[config.mk]
export PLATFORM = sky130hd
export DESIGN_NAME = mult_div_unit_flat
export DESIGN_NICKNAME = d
export VERILOG_FILES = /design/src/rtl/mult_div_unit_if.sv /design/src/rtl/mult_div_unit.sv /design/src/flat_wrapper.sv
export SDC_FILE = /design/constraint.sdc
export NUM_CORES = 1
export LEC_CHECK = 0
export CORE_UTILIZATION = 57
export CTS_CLUSTER_DIAMETER = 200
export DETAILED_ROUTE_END_ITERATION = 10
export PLACE_DENSITY_LB_ADDON = 0.1
export SLEW_MARGIN = 20
export SYNTH_ARGS = -nofsm -noshare
export SYNTH_HDL_FRONTEND = slang
export SYNTH_SLANG_ARGS = --single-unit
[constraint.sdc]
create_clock -name clk -period 3.4 [get_ports clk]
set_input_delay 0.68 -clock clk [delete_from_list [all_inputs] [get_ports clk]]
set_output_delay 0.68 -clock clk [all_outputs]
set_load 0.03 [all_outputs]
[src/rtl/mult_div_unit_if.sv]
// rtl/mult_div_unit_if.sv - request/result bundle between the execute stage and mult_div_unit
//
// Purpose: groups the multiply/divide handshake and the HI/LO read-out.
// Signals:
//   start  request strobe, sampled by the unit only while busy=0
//   op     3-bit operation: 000 mult, 001 multu, 010 div, 011 divu, 100 mthi, 101 mtlo
//   a      rs operand (dividend / multiplicand / mthi-mtlo source)
//   b      rt operand (divisor / multiplier)
//   busy   iteration in progress
//   done   one-cycle pulse after HI/LO were written by a mult/div
//   hi     HI register
//   lo     LO register
// Modports: master = pipeline side, slave = unit side.

interface mult_div_unit_if #(
  parameter int WIDTH = 32
);

  logic             start;
  logic [2:0]       op;
  logic [WIDTH-1:0] a;
  logic [WIDTH-1:0] b;
  logic             busy;
  logic             done;
  logic [WIDTH-1:0] hi;
  logic [WIDTH-1:0] lo;

  modport master (
    output start, op, a, b,
    input  busy, done, hi, lo
  );

  modport slave (
    input  start, op, a, b,
    output busy, done, hi, lo
  );

endinterface

[src/rtl/mult_div_unit.sv]
// rtl/mult_div_unit.sv - iterative radix-2 multiply/divide unit holding HI/LO
//
// Purpose: sequential shift-add multiplier and restoring divider behind a
// start/busy/done handshake, plus mthi/mtlo writes. One result bit per cycle,
// WIDTH iteration cycles followed by one sign-fixup cycle.
// Ports:
//   clk    rising-edge clock
//   rst_n  synchronous active-low reset
//   bus    mult_div_unit_if.slave: start/op/a/b in, busy/done/hi/lo out
// Build option: define MDU_DIV_EN to implement div/divu. Without it the
// divide datapath is absent and div/divu requests are ignored.

module mult_div_unit #(
  parameter int WIDTH = 32
) (
  input logic            clk,
  input logic            rst_n,
  mult_div_unit_if.slave bus
);

  localparam int CW = $clog2(WIDTH + 1);

  localparam logic [2:0] OP_MULT  = 3'b000;
  localparam logic [2:0] OP_MULTU = 3'b001;
`ifdef MDU_DIV_EN
  localparam logic [2:0] OP_DIV   = 3'b010;
  localparam logic [2:0] OP_DIVU  = 3'b011;
`endif
  localparam logic [2:0] OP_MTHI  = 3'b100;
  localparam logic [2:0] OP_MTLO  = 3'b101;

  typedef enum logic [1:0] {IDLE, RUN, FIX, DONE} state_t;

  state_t state, next_state;

  logic [CW-1:0]        cnt;
  // mult: {partial product, remaining multiplier bits}
  // div:  {partial remainder, dividend bits shifting into quotient}
  logic [2*WIDTH-1:0]   acc;
  logic [WIDTH-1:0]     opnd;      // |multiplicand| or |divisor|
  logic                 neg_q;     // product / quotient must be negated
  logic [WIDTH-1:0]     hi_q;
  logic [WIDTH-1:0]     lo_q;
  logic                 busy_q;
  logic                 done_q;
`ifdef MDU_DIV_EN
  logic                 is_div;
  logic                 neg_r;     // remainder takes the dividend's sign
  logic                 div_zero;
  logic [WIDTH-1:0]     a_raw;     // dividend as presented, for divide-by-zero
`endif

  // Request decode and operand magnitudes
  logic             op_mul;
  logic             op_div;
  logic             op_signed;
  logic             accept;
  logic             wr_hi;
  logic             wr_lo;
  logic             sign_a;
  logic             sign_b;
  logic [WIDTH-1:0] abs_a;
  logic [WIDTH-1:0] abs_b;

  always_comb begin
    op_mul = (bus.op == OP_MULT) || (bus.op == OP_MULTU);
`ifdef MDU_DIV_EN
    op_div = (bus.op == OP_DIV) || (bus.op == OP_DIVU);
`else
    op_div = 1'b0;
`endif
    // op[0]=0 selects the signed flavour of both mult and div
    op_signed = ~bus.op[0];
    sign_a    = op_signed & bus.a[WIDTH-1];
    sign_b    = op_signed & bus.b[WIDTH-1];
    abs_a     = sign_a ? -bus.a : bus.a;
    abs_b     = sign_b ? -bus.b : bus.b;
    accept    = (state == IDLE) && bus.start && (op_mul || op_div);
    wr_hi     = (state == IDLE) && bus.start && (bus.op == OP_MTHI);
    wr_lo     = (state == IDLE) && bus.start && (bus.op == OP_MTLO);
  end

  // One iteration step
  logic [WIDTH:0]       mul_sum;
  logic [2*WIDTH-1:0]   step_acc;
`ifdef MDU_DIV_EN
  logic [WIDTH:0]       div_shift;
  logic [WIDTH:0]       div_trial;
`endif

  always_comb begin
    // add multiplicand when the current multiplier bit is set, then shift right
    mul_sum  = {1'b0, acc[2*WIDTH-1:WIDTH]} + (acc[0] ? {1'b0, opnd} : '0);
    step_acc = {mul_sum, acc[WIDTH-1:1]};
`ifdef MDU_DIV_EN
    // shift next dividend bit into remainder; keep the difference if no borrow
    div_shift = {acc[2*WIDTH-1:WIDTH], acc[WIDTH-1]};
    div_trial = div_shift - {1'b0, opnd};
    if (is_div) begin
      if (div_trial[WIDTH]) begin
        step_acc = {div_shift[WIDTH-1:0], acc[WIDTH-2:0], 1'b0};
      end else begin
        step_acc = {div_trial[WIDTH-1:0], acc[WIDTH-2:0], 1'b1};
      end
    end
`endif
  end

  // Sign fixup and result selection
  logic [2*WIDTH-1:0] prod;
  logic [WIDTH-1:0]   fix_hi;
  logic [WIDTH-1:0]   fix_lo;

  always_comb begin
    prod   = neg_q ? -acc : acc;
    fix_hi = prod[2*WIDTH-1:WIDTH];
    fix_lo = prod[WIDTH-1:0];
`ifdef MDU_DIV_EN
    if (is_div) begin
      if (div_zero) begin
        fix_hi = a_raw;
        fix_lo = '1;
      end else begin
        // MIN / -1 falls out naturally: |MIN| / 1 = MIN, signs agree, rem 0
        fix_lo = neg_q ? -acc[WIDTH-1:0] : acc[WIDTH-1:0];
        fix_hi = neg_r ? -acc[2*WIDTH-1:WIDTH] : acc[2*WIDTH-1:WIDTH];
      end
    end
`endif
  end

  // FSM
  always_ff @(posedge clk) begin
    if (!rst_n) begin
      state <= IDLE;
    end else begin
      state <= next_state;
    end
  end

  always_comb begin
    next_state = state;
    case (state)
      IDLE:    if (accept) next_state = RUN;
      RUN:     if (cnt == CW'(1)) next_state = FIX;
      FIX:     next_state = DONE;
      DONE:    next_state = IDLE;
      default: next_state = IDLE;
    endcase
  end

  // Datapath and registered outputs
  always_ff @(posedge clk) begin
    if (!rst_n) begin
      cnt      <= '0;
      acc      <= '0;
      opnd     <= '0;
      neg_q    <= 1'b0;
      hi_q     <= '0;
      lo_q     <= '0;
      busy_q   <= 1'b0;
      done_q   <= 1'b0;
`ifdef MDU_DIV_EN
      is_div   <= 1'b0;
      neg_r    <= 1'b0;
      div_zero <= 1'b0;
      a_raw    <= '0;
`endif
    end else begin
      busy_q <= (next_state == RUN) || (next_state == FIX);
      done_q <= (next_state == DONE);
      case (state)
        IDLE: begin
          if (accept) begin
            cnt   <= CW'(WIDTH);
            neg_q <= sign_a ^ sign_b;
            if (op_mul) begin
              opnd <= abs_a;
              acc  <= {{WIDTH{1'b0}}, abs_b};
            end else begin
              opnd <= abs_b;
              acc  <= {{WIDTH{1'b0}}, abs_a};
            end
`ifdef MDU_DIV_EN
            is_div   <= op_div;
            neg_r    <= sign_a;
            div_zero <= (bus.b == '0);
            a_raw    <= bus.a;
`endif
          end else if (wr_hi) begin
            hi_q <= bus.a;
          end else if (wr_lo) begin
            lo_q <= bus.a;
          end
        end
        RUN: begin
          cnt <= cnt - CW'(1);
          acc <= step_acc;
        end
        FIX: begin
          hi_q <= fix_hi;
          lo_q <= fix_lo;
        end
        default: ;
      endcase
    end
  end

  assign bus.busy = busy_q;
  assign bus.done = done_q;
  assign bus.hi   = hi_q;
  assign bus.lo   = lo_q;

endmodule
[src/flat_wrapper.sv]
// flat-port wrapper written by rule: the top's interface ports become plain ports
module mult_div_unit_flat 
#(
  parameter int WIDTH = 32
)
  (clk, rst_n, bus_start, bus_op, bus_a, bus_b, bus_busy, bus_done, bus_hi, bus_lo);
  mult_div_unit_if #(.WIDTH(WIDTH)) bus_i ();
  input logic clk;
  input logic rst_n;
  input wire logic [$bits(bus_i.start)-1:0] bus_start;
  input wire logic [$bits(bus_i.op)-1:0] bus_op;
  input wire logic [$bits(bus_i.a)-1:0] bus_a;
  input wire logic [$bits(bus_i.b)-1:0] bus_b;
  output wire logic [$bits(bus_i.busy)-1:0] bus_busy;
  output wire logic [$bits(bus_i.done)-1:0] bus_done;
  output wire logic [$bits(bus_i.hi)-1:0] bus_hi;
  output wire logic [$bits(bus_i.lo)-1:0] bus_lo;
  assign bus_i.start = bus_start;
  assign bus_i.op = bus_op;
  assign bus_i.a = bus_a;
  assign bus_i.b = bus_b;
  assign bus_busy = bus_i.busy;
  assign bus_done = bus_i.done;
  assign bus_hi = bus_i.hi;
  assign bus_lo = bus_i.lo;
  mult_div_unit #(.WIDTH(WIDTH)) u_core (.clk(clk), .rst_n(rst_n), .bus(bus_i));
endmodule
Word level (Yosys, flattened, before mapping)
Cells that the tools add are included.
{ "word_totals": {"mem_count": 0, "wordCells": 67, "latchBits": 0, "output_inout_bits": 66, "mem_bits_ro": 0, "ram_bits": 0, "ff_bits": 171} }
{ "op_classes": {"n_shift": 0, "eq_ne": 15, "reduce_logical": 14, "div": 0, "bitwise_logic": 4, "addsub": 5, "mux": 20, "n_mul": 0, "n_lt_le_gt_ge": 0} }
{ "ops": {"columns": ["op", "count"], "rows": [
  ["two-way mux 32 bit", 10],
  ["two-way mux 64 bit", 2],
  ["case mux 32 bit (2 select lines)", 2],
  ["case mux 64 bit (2 select lines)", 1],
  ["negation 32 bit", 2],
  ["negation 64 bit", 1],
  ["adder 32 x 33 -> 33 bit", 1],
  ["case mux 6 bit (2 select lines)", 1],
  ["== test 2 bit, second input constant", 4],
  ["case mux 2 bit (4 select lines)", 1],
  ["== test 3 bit, second input constant", 2],
  ["== test 6 x 1 -> 1 bit, second input constant", 1],
  ["two-way mux 6 bit", 1],
  ["inequality test 2 x 1 -> 1 bit, second input constant", 3],
  ["subtractor 6 x 1 -> 6 bit, second input constant", 1],
  ["== test 2 x 1 -> 1 bit, second input constant", 2],
  ["logical AND 1 bit", 4],
  ["two-way mux 2 bit", 2],
  ["inequality test 2 bit, second input constant", 2],
  ["AND reduction 2 bit", 2],
  ["AND reduction 4 bit", 1],
  ["nonzero test 2 bit", 2],
  ["== test 3 x 1 -> 1 bit, second input constant", 1],
  ["zero test 3 bit", 1],
  ["other kinds (6)", 8]
]} }

Longest topological paths before layout
Gate-level depths: netlist (run 1).
{ "depth": {"ltp_word": 7, "depth_mapped": 12, "mapped_depth_nobuf": 11} }

Worst setup path after synthesis (run 1)
No wires, ideal clock.
{ "synth_path": {"kind": "flip-flop to flip-flop", "startpoint": "register u_core.acc[0]", "endpoint": "register u_core.acc[61]", "required_ns": 3.264, "synth_period_minus_slack_ns": 2.778, "path_slack_ns": 0.622, "arrival_time_ns": 2.642, "stages_incl_launch_ff": 13, "cell_sequence": "dfxtp_1 > clkbuf_1 > and2_1 > ha_1 > inv_1 > fa_1 > nand2b_1 > a211oi_1 > nor2_1 > o211a_1 > and3_1 > o311ai_0 > nand3_1"} }
{ "synth_between": {"elab_chain_cells": 3} }
{ "synth_rtl": {"columns": ["element", "line", "source"], "rows": [
  ["start: declaration", "mult_div_unit.sv:39", "logic [2*WIDTH-1:0] acc;"],
  ["start signal: assignment", "mult_div_unit.sv:179", "acc <= {{WIDTH{1'b0}}, abs_b};"],
  ["start signal: assignment", "mult_div_unit.sv:182", "acc <= {{WIDTH{1'b0}}, abs_a};"],
  ["start signal: assignment", "mult_div_unit.sv:198", "acc <= step_acc;"],
  ["two-way mux 32 bit", "mult_div_unit.sv:93", "mul_sum = {1'b0, acc[2*WIDTH-1:WIDTH]} + (acc[0] ? {1'b0, opnd} : '0);"],
  ["adder 32 x 33 -> 33 bit", "mult_div_unit.sv:93", null],
  ["case mux 64 bit (2 select lines)", "mult_div_unit.sv:172", "case (state)"]
]} }
Every way passes these cells.
A chain may end at the register's enable or synchronous reset.

Worst setup path in the final report (run 1)
{ "layout_path": {"startpoint": "register u_core.acc[15]", "endpoint": "register u_core.hi_q[18], in the netlist u_core.bus.hi[18]"} }
{ "layout_between": {"elab_chain_cells": 3} }
{ "layout_rtl": {"columns": ["element", "line", "source"], "rows": [
  ["negation 64 bit", "mult_div_unit.sv:115", "prod = neg_q ? -acc : acc;"],
  ["two-way mux 64 bit", "mult_div_unit.sv:115", null],
  ["case mux 32 bit (2 select lines)", "mult_div_unit.sv:172", null],
  ["end signal: assignment", "mult_div_unit.sv:191", "hi_q <= bus.a;"],
  ["end signal: assignment", "mult_div_unit.sv:201", "hi_q <= fix_hi;"],
  ["end: declaration", "mult_div_unit.sv:42", "logic [WIDTH-1:0] hi_q;"]
]} }
Every way passes these cells.

==> results by group, run 1 <==
Timing
  – RSZ-0062 raised after global routing: no
  – Relative slew slack: 29.7%
  – Setup TNS Final: 0 ns
  – Final Skew: 0.0103 ns
  – Fmax: 327 MHz
  – Setup WS post-layout: 0.342 ns
  – Worst hold slack: 0.456 ns
  – Fin. Hold Viols: 0
  – Max-slew violations: 0
  – Final setup fails: 0
  – Slew @ Worst Pin: 1.05 ns
  – Period utilisation layout: 89.9%
  – Min Tclk post-route: 3.06 ns

Synthesis
  – Post-synthesis sequential area ratio: 29.7%
  – YS warnings: 0
  – Leading area contributor after synthesis: dfxtp_1
  – Post-synth top area share: 29.7%
  – Top area cells in the synthesized netlist: dfxtp_1 30%, nand2_1 5.3%, a21oi_1 5.1%, nor2_1 4.8%, xor2_1 4.7%
  – Synthesized area: 11500 sq um
  – Unique cell type count in the Yosys netlist: 92
  – Yosys reg bits: 171
  – Cells after Synth: 1505
  – Post-synth ARST share: 0%
  – Most instantiated library cell after synthesis: dfxtp_1
  – Leading cell types by count after synthesis: 171 x dfxtp_1, 162 x nand2_1, 146 x nor2_1
  – Synth Area per Inst: 7.66 sq um
  – Synthesized net count: 1613
  – Main synth FF type: dfxtp_1
  – Post-synth EDFFs: 0

Routing
  – Final ANT Viol Nets: 0
  – First drt pass iteration count: 6
  – Iteration-0 DRC count of the detailed router: 1164
  – Per-cell routed wire length: 20.2 microns
  – Drt total wl: 38000 microns
  – Vias/cell: 6.44
  – Vias: 12137
  – # DRC: 0

Power
  – Pwr dens: 372 nW/um^2
  – VDD IR max: 0.319 mV
  – Leak Pwr: 5.03 nW

Setup path
  – Crit Path Class: register to register
  – Worst Setup SP: u_core.acc[15]
  – CP endpoint kind: register
  – Critical Path AT: 3.38 ns
  – Reg-to-reg startpoint: u_core.acc[15]
  – CP Max Fanout: 11
  – CP Data Required Time: 3.72 ns
  – CP Launch Type: register

Clock tree
  – Clock transition at path regs: 0.07 ns
  – Clock tree root buffer cell: clkbuf_16
  – Max Buffers Root-to-Sink: 2
  – TritonCTS Sinks: 171
  – Resized Gates After CTS: 0
  – Cts hold-fix bufs: 0
  – Clk Latency, worst-skew pair: 0.44 ns
  – CTS H-tree depth: 4
  – # Post-CTS Setup Buffers: 0
  – CTS Buf Count: 17
  – CTS tree: done

Layout
  – Final #Nets: 1714
  – # diodes: 0
  – P&R area growth vs syn: 19.1%
  – Area of the multi-input gates: 7520 sq um
  – Layout cells sized above 1: 8.09%
  – Register area: 3420 sq um
  – # fillers: 1756
  – Cell area after layout: 13700 sq um

Floorplanning
  – FP Rows: 51
  – Die Y: 144 microns
  – Die Wd: 144 microns
  – Die area: 20800 sq um
  – Initial Util: 58.7%
  – Core ar.: 19700 sq um
  – # IOs: 136

Placed design
  – IO Port Bufs: 135
  – Post-DP Area: 13200 sq um
  – Gpl congestion: 0.962
  – Post-detail-place hpwl: 28100 microns
  – Pre-CTS setup slack: 0.0873 ns

Job
  – Maxcap violations: 0

Global route
  – Vias in the first global route: 11044
  – Initial antenna violation count: 0
  – Gr usage total: 36.7%
  – First-pass GRT wire length: 58700 microns
  – Largest net degree at the start of global routing: 61
  – GRT overflow: 0

Worst hold path
  – Worst hold path class: register to register
  – Worst Hold Launch: u_core.bus.lo[13]

Status
  – Outcome: complete, no violations
==> layout make-up <==
cell class | count | area share (%)
timing repair buffer | 184 | 12.8
tap | 265 | 2.42
sequential | 171 | 24.9
multi-input combinational | 1202 | 54.8
inverter | 30 | 0.820
clock buffer | 19 | 3.23
clock inverter | 13 | 0.966
==> power breakdown <==
part / leakage [nW] / internal, mW / switching [mW] / total (mW)
sequential: 1.39 / 2.07 / 0.0691 / 2.14
combinational: 3.37 / 0.403 / 0.604 / 1.01
clock: 0.274 / 1.05 / 0.916 / 1.96
total: 5.03 / 3.52 / 1.59 / 5.11
==> worst max-delay path, cell delays in order (launching register included) <==
cell and delay, ns:
dfxtp_1 0.37, or4_4 0.59, nor4_1 0.44, and4b_1 0.39, nand3_1 0.41, or4_1 0.55
o21ai_1 0.14, nor3_1 0.06
==> metal layers <==
layer  track usage (%)  share of wire [%]  vias to the layer above
li1                  -                  -                     5755
met1              47.2                 41                     5610
met2              59.6                 46                      664
met3              6.46                9.2                      108
met4              17.0                4.1                        0
met5                 0                  0                        -
==> layout by cell type (no fill, tap or decap), drive strengths merged, types with 29 or more instances in the layout <==
cell type / netlist / final
and2: 37 / 37
o21ai: 111 / 111
inv: 29 / 35
clkdlybuf4s50: 1 / 134
a21oi: 117 / 117
a22oi: 31 / 31
ha: 37 / 37
xnor2: 46 / 46
nor3: 35 / 35
xor2: 62 / 62
dfxtp: 171 / 171
nor2: 146 / 146
o31ai: 29 / 29
a211oi: 40 / 40
nand2: 163 / 163
nand3: 33 / 33
buf: 12 / 50
==> sequential cells by signal (all words and copies together) (netlist names) <==
name,flops
u_core.bus.done,1
u_core.opnd,32
u_core.bus.lo,32
u_core.neg_q,1
u_core.bus.hi,32
u_core.bus.busy,1
u_core.cnt,6
u_core.acc,64
u_core.state,2
==> worst paths after layout <==
| path | cells after the start | slack (ns) | to |
|---|---|---|---|
| worst max-delay path | 7 | 0.34 | u_core.bus.hi[18] |
| worst max register to register | 7 | 0.34 | u_core.bus.hi[18] |
| worst min register to register | 2 | 0.46 | u_core.bus.lo[13] |
| worst min-delay path | 2 | 0.46 | u_core.bus.lo[13] |
==> cells by family after synthesis <==
| family | count (synthesis) | share of synthesized area, % |
|---|---|---|
| simple gates | 552 | 23.7 |
| compound gates | 497 | 28.4 |
| flops | 171 | 29.7 |
| buf+inv | 132 | 5.25 |
| xor+xnor | 108 | 8.20 |
| fa+ha+maj | 38 | 4.19 |
| mux | 7 | 0.608 |
==> through the flow <==
| stage | util, % | total power [mW] | instances |
|---|---|---|---|
| 5_1_grt | 69.9 | 5.27 | 1884 |
| 3_5_place_dp | 66.9 | 3.17 | 1852 |
| 2_1_floorplan | - | 2.77 | 1505 |
| 6_report | 69.9 | 5.11 | 1884 |
| 3_3_place_gp | 66.9 | 3.15 | 1852 |
| 4_1_cts | 69.9 | 5.09 | 1884 |
No activity file was read; power rests on OpenSTA's default activity.
==> inputs of run 2 (changes only) <==
SKIP_CTS_REPAIR_TIMING = 1   (was unset)
==> results of run 2 <==
No change in the layout: final DEF, timing and power equal those of run 1.
==> inputs of run 3 (changes only) <==
PLACE_DENSITY = 0.85   (was unset)
PLACE_DENSITY_LB_ADDON = unset   (was 0.1)
==> results by group, run 3 (synthesis gave the netlist of run 1 again) <==
Layout
  – P&R area growth vs syn: 19.0% (about the same)
  – Commonest non-fill, non-tap cells in the layout: 171 x dfxtp_1, 162 x nand2_1, 145 x nor2_1
  – Layout cells sized above 1: 8.26% (+0.17 points)
  – Most flop-heavy register: u_core.acc
  – Final cell count without fillers: 1887 (+0.16%)
  – # diodes: 0 (unchanged)
  – Cell area after layout: 13700 sq um (about the same)
  – Largest register FFs: 64 (unchanged)
  – Final #Nets: 1717 (+0.18%)
  – Commonest non-fill, non-tap cell in the layout: dfxtp_1

Routing
  – Drt total wl: 37300 microns (-1.7%)
  – Vias/cell: 6.52 (+1.2%)
  – Vias: 12306 (+1.4%)
  – Iteration-0 DRC count of the detailed router: 1270 (+9.1%)
  – Per-cell routed wire length: 19.8 microns (-1.9%)
  – # DRC: 0 (unchanged)
  – Final ANT Viol Nets: 0 (unchanged)
  – First drt pass iteration count: 5 (-1)

Timing
  – Fin. Hold Viols: 0 (unchanged)
  – RSZ-0062 raised after global routing: no
  – Final setup fails: 0 (unchanged)
  – Fmax: 319 MHz (-2.5%)
  – Final Skew: 0.0116 ns (+0.00126 ns)
  – Max-slew violations: 0 (unchanged)
  – Period utilisation layout: 92.2% (+2.3 points)
  – Setup WS post-layout: 0.264 ns (-0.0783 ns)
  – Relative slew slack: 29.1% (-0.56 points)
  – Setup TNS Final: 0 ns (unchanged)
  – Slew @ Worst Pin: 1.06 ns (+0.00840 ns)
  – Min Tclk post-route: 3.14 ns (+0.0783 ns)

Setup path
  – Cells on worst reg2reg path: 7 (unchanged)
  – FF-to-FF End: u_core.bus.hi[18]
  – Crit path largest cell delay: 0.59 ns (about the same)
  – WP buf/inv: 0 (unchanged)
  – Reg-to-reg startpoint: u_core.acc[15]
  – Crit Path Class: register to register
  – CP Max Fanout: 11 (unchanged)
  – CP endpoint kind: register
  – Slowest cell on crit path: or4_4
  – CP Launch Type: register
  – Crit path cell chain: or4_4, nor4_1, and4b_1, nand3_1, or4_1, o21ai_1, nor3_1
  – Worst reg2reg setup slack: 0.26 ns (-0.08 ns)
  – CP Data Required Time: 3.73 ns (about the same)
  – Delay-heaviest family, CP: simple AND/OR/NAND/NOR gates
  – Critical Path AT: 3.46 ns (+0.08 ns)

Global route
  – Gr usage total: 36.2% (-0.49 points)
  – GRT overflow: 0 (unchanged)
  – Vias in the first global route: 11091 (+0.43%)
  – Largest net degree at the start of global routing: 96 (+57%)
  – First-pass GRT wire length: 58200 microns (-0.87%)
  – Initial antenna violation count: 0 (unchanged)

Power
  – Clock power share: 38.1% (-0.3 points)
  – Total power: 5.08 mW (-0.67%)
  – Sw Share: 32.1% (+1.0 points)
  – Sequential fraction of design power: 42.1% (+0.2 points)
  – Internal power: 3.45 mW (-2.1%)
  – Pwr dens: 370 nW/um^2 (-0.63%)
  – VDD IR max: 0.277 mV (-13%)
  – Net switching power: 1.63 mW (+2.6%)
  – Power share of the combinational group: 19.8% (about the same)
  – Leak Pwr: 5.05 nW (+0.40%)

Status
  – Outcome: complete, no violations

Job
  – Maxcap violations: 0 (unchanged)

Placed design
  – Gpl congestion: 0.941 (-2.2%)
  – Post-DP Area: 13200 sq um (about the same)
  – Pre-CTS setup slack: 0.108 ns (+0.0203 ns)
  – DP Cell Count: 1855 (+0.16%)
  – IO Port Bufs: 135 (unchanged)
  – Post-detail-place hpwl: 27400 microns (-2.5%)

Clock tree
  – CTS Buf Count: 17 (unchanged)
  – CTS tree: done
  – Max Buffers Root-to-Sink: 2 (unchanged)
  – CTS H-tree depth: 4 (unchanged)
  – Clock tree root buffer cell: clkbuf_16
  – TritonCTS Sinks: 171 (unchanged)
  – Clock transition at path regs: 0.07 ns (about the same)
  – Clk Latency, worst-skew pair: 0.45 ns (about the same)

Floorplanning
  – # IOs: 136 (unchanged)
  – Initial Util: 58.7% (unchanged)
  – Die Y: 144 microns (unchanged)
  – Die Wd: 144 microns (unchanged)
  – Die area: 20800 sq um (unchanged)
  – FP Rows: 51 (unchanged)
  – Core ar.: 19700 sq um (unchanged)

Worst hold path
  – Hold path endpoint: u_core.bus.lo[12]
  – Worst hold path class: register to register
  – Worst Hold Launch: u_core.bus.lo[12]
  – Hold path depth: 2 (unchanged)
[run 3: cell count changes in the layout (fill, tap and decap cells not counted)]
cell / previous run / this run
buf_12: 4 / 2
buf_4: 45 / 50
bufinv_16: 1 / 0
clkbuf_1: 1 / 0
clkbuf_8: 1 / 0
clkinv_4: 3 / 2
clkinv_8: 0 / 1
clkinvlp_4: 3 / 1
dfxtp_1: 170 / 171
dfxtp_2: 1 / 0
inv_6: 3 / 4
inv_8: 2 / 6
[run 3: worst reg2reg max path: cells and delay by family, from the launching register on]
family           cells  cell delay, ns
flip-flops           1            0.39
AO/OA/AOI/OAI        1            0.14
AND/OR/NAND/NOR      6            2.49
[run 3: power by group through the flow]
stage          Sequential [mW]  Clock (mW)  Combinational [mW]
2_1_floorplan             2.21           0               0.568
3_3_place_gp              2.18           0               0.954
3_5_place_dp              2.18           0               0.973
4_1_cts                   2.13        1.95               0.981
5_1_grt                   2.14        2.02                1.07
6_report                  2.14        1.93                1.00
[run 3: worst max path at each step]
stage	slack [ns]	startpoint	end	depth (start not counted)
global route	0.14	u_core.acc[15]	u_core.bus.hi[14]	7
global placement	0.16	bus_b[12]	u_core.acc[28]	8
floorplan	0.62	u_core.acc[0]	u_core.acc[61]	12
detailed placement	0.11	bus_b[8]	u_core.acc[28]	8
CTS	0.33	u_core.acc[15]	u_core.bus.hi[18]	7
finish	0.26	u_core.acc[15]	u_core.bus.hi[18]	7
[run 3: metal layers]
| layer | wire [microns] | track usage [%] | share of wire, % | vias to the layer above |
|---|---|---|---|---|
| li1 | - | - | - | 5768 |
| met1 | 15300 | 47.3 | 41 | 5722 |
| met2 | 17000 | 58.4 | 46 | 699 |
| met3 | 3520 | 5.63 | 9.4 | 117 |
| met4 | 1510 | 17.1 | 4.0 | 0 |
| met5 | 0 | 0 | 0 | - |
[run 3: layout make-up]
type	count	area (sq um)
flip-flops and latches	171	3420
clock inverters	15	149
fillers	1641	5930
repair buffers	187	1760
well taps	265	332
multi-input cells	1202	7520
clock buffers	17	425
inverters	30	113
[run 3: metrics by stage]
stage | hold WS [ns] | utilization (%)
6_report | 0.457 | 69.8
5_1_grt | 0.476 | 69.8
4_1_cts | 0.456 | 69.8
3_5_place_dp | 0.446 | 66.9
3_3_place_gp | 0.440 | 66.9
2_1_floorplan | 0.427 | -
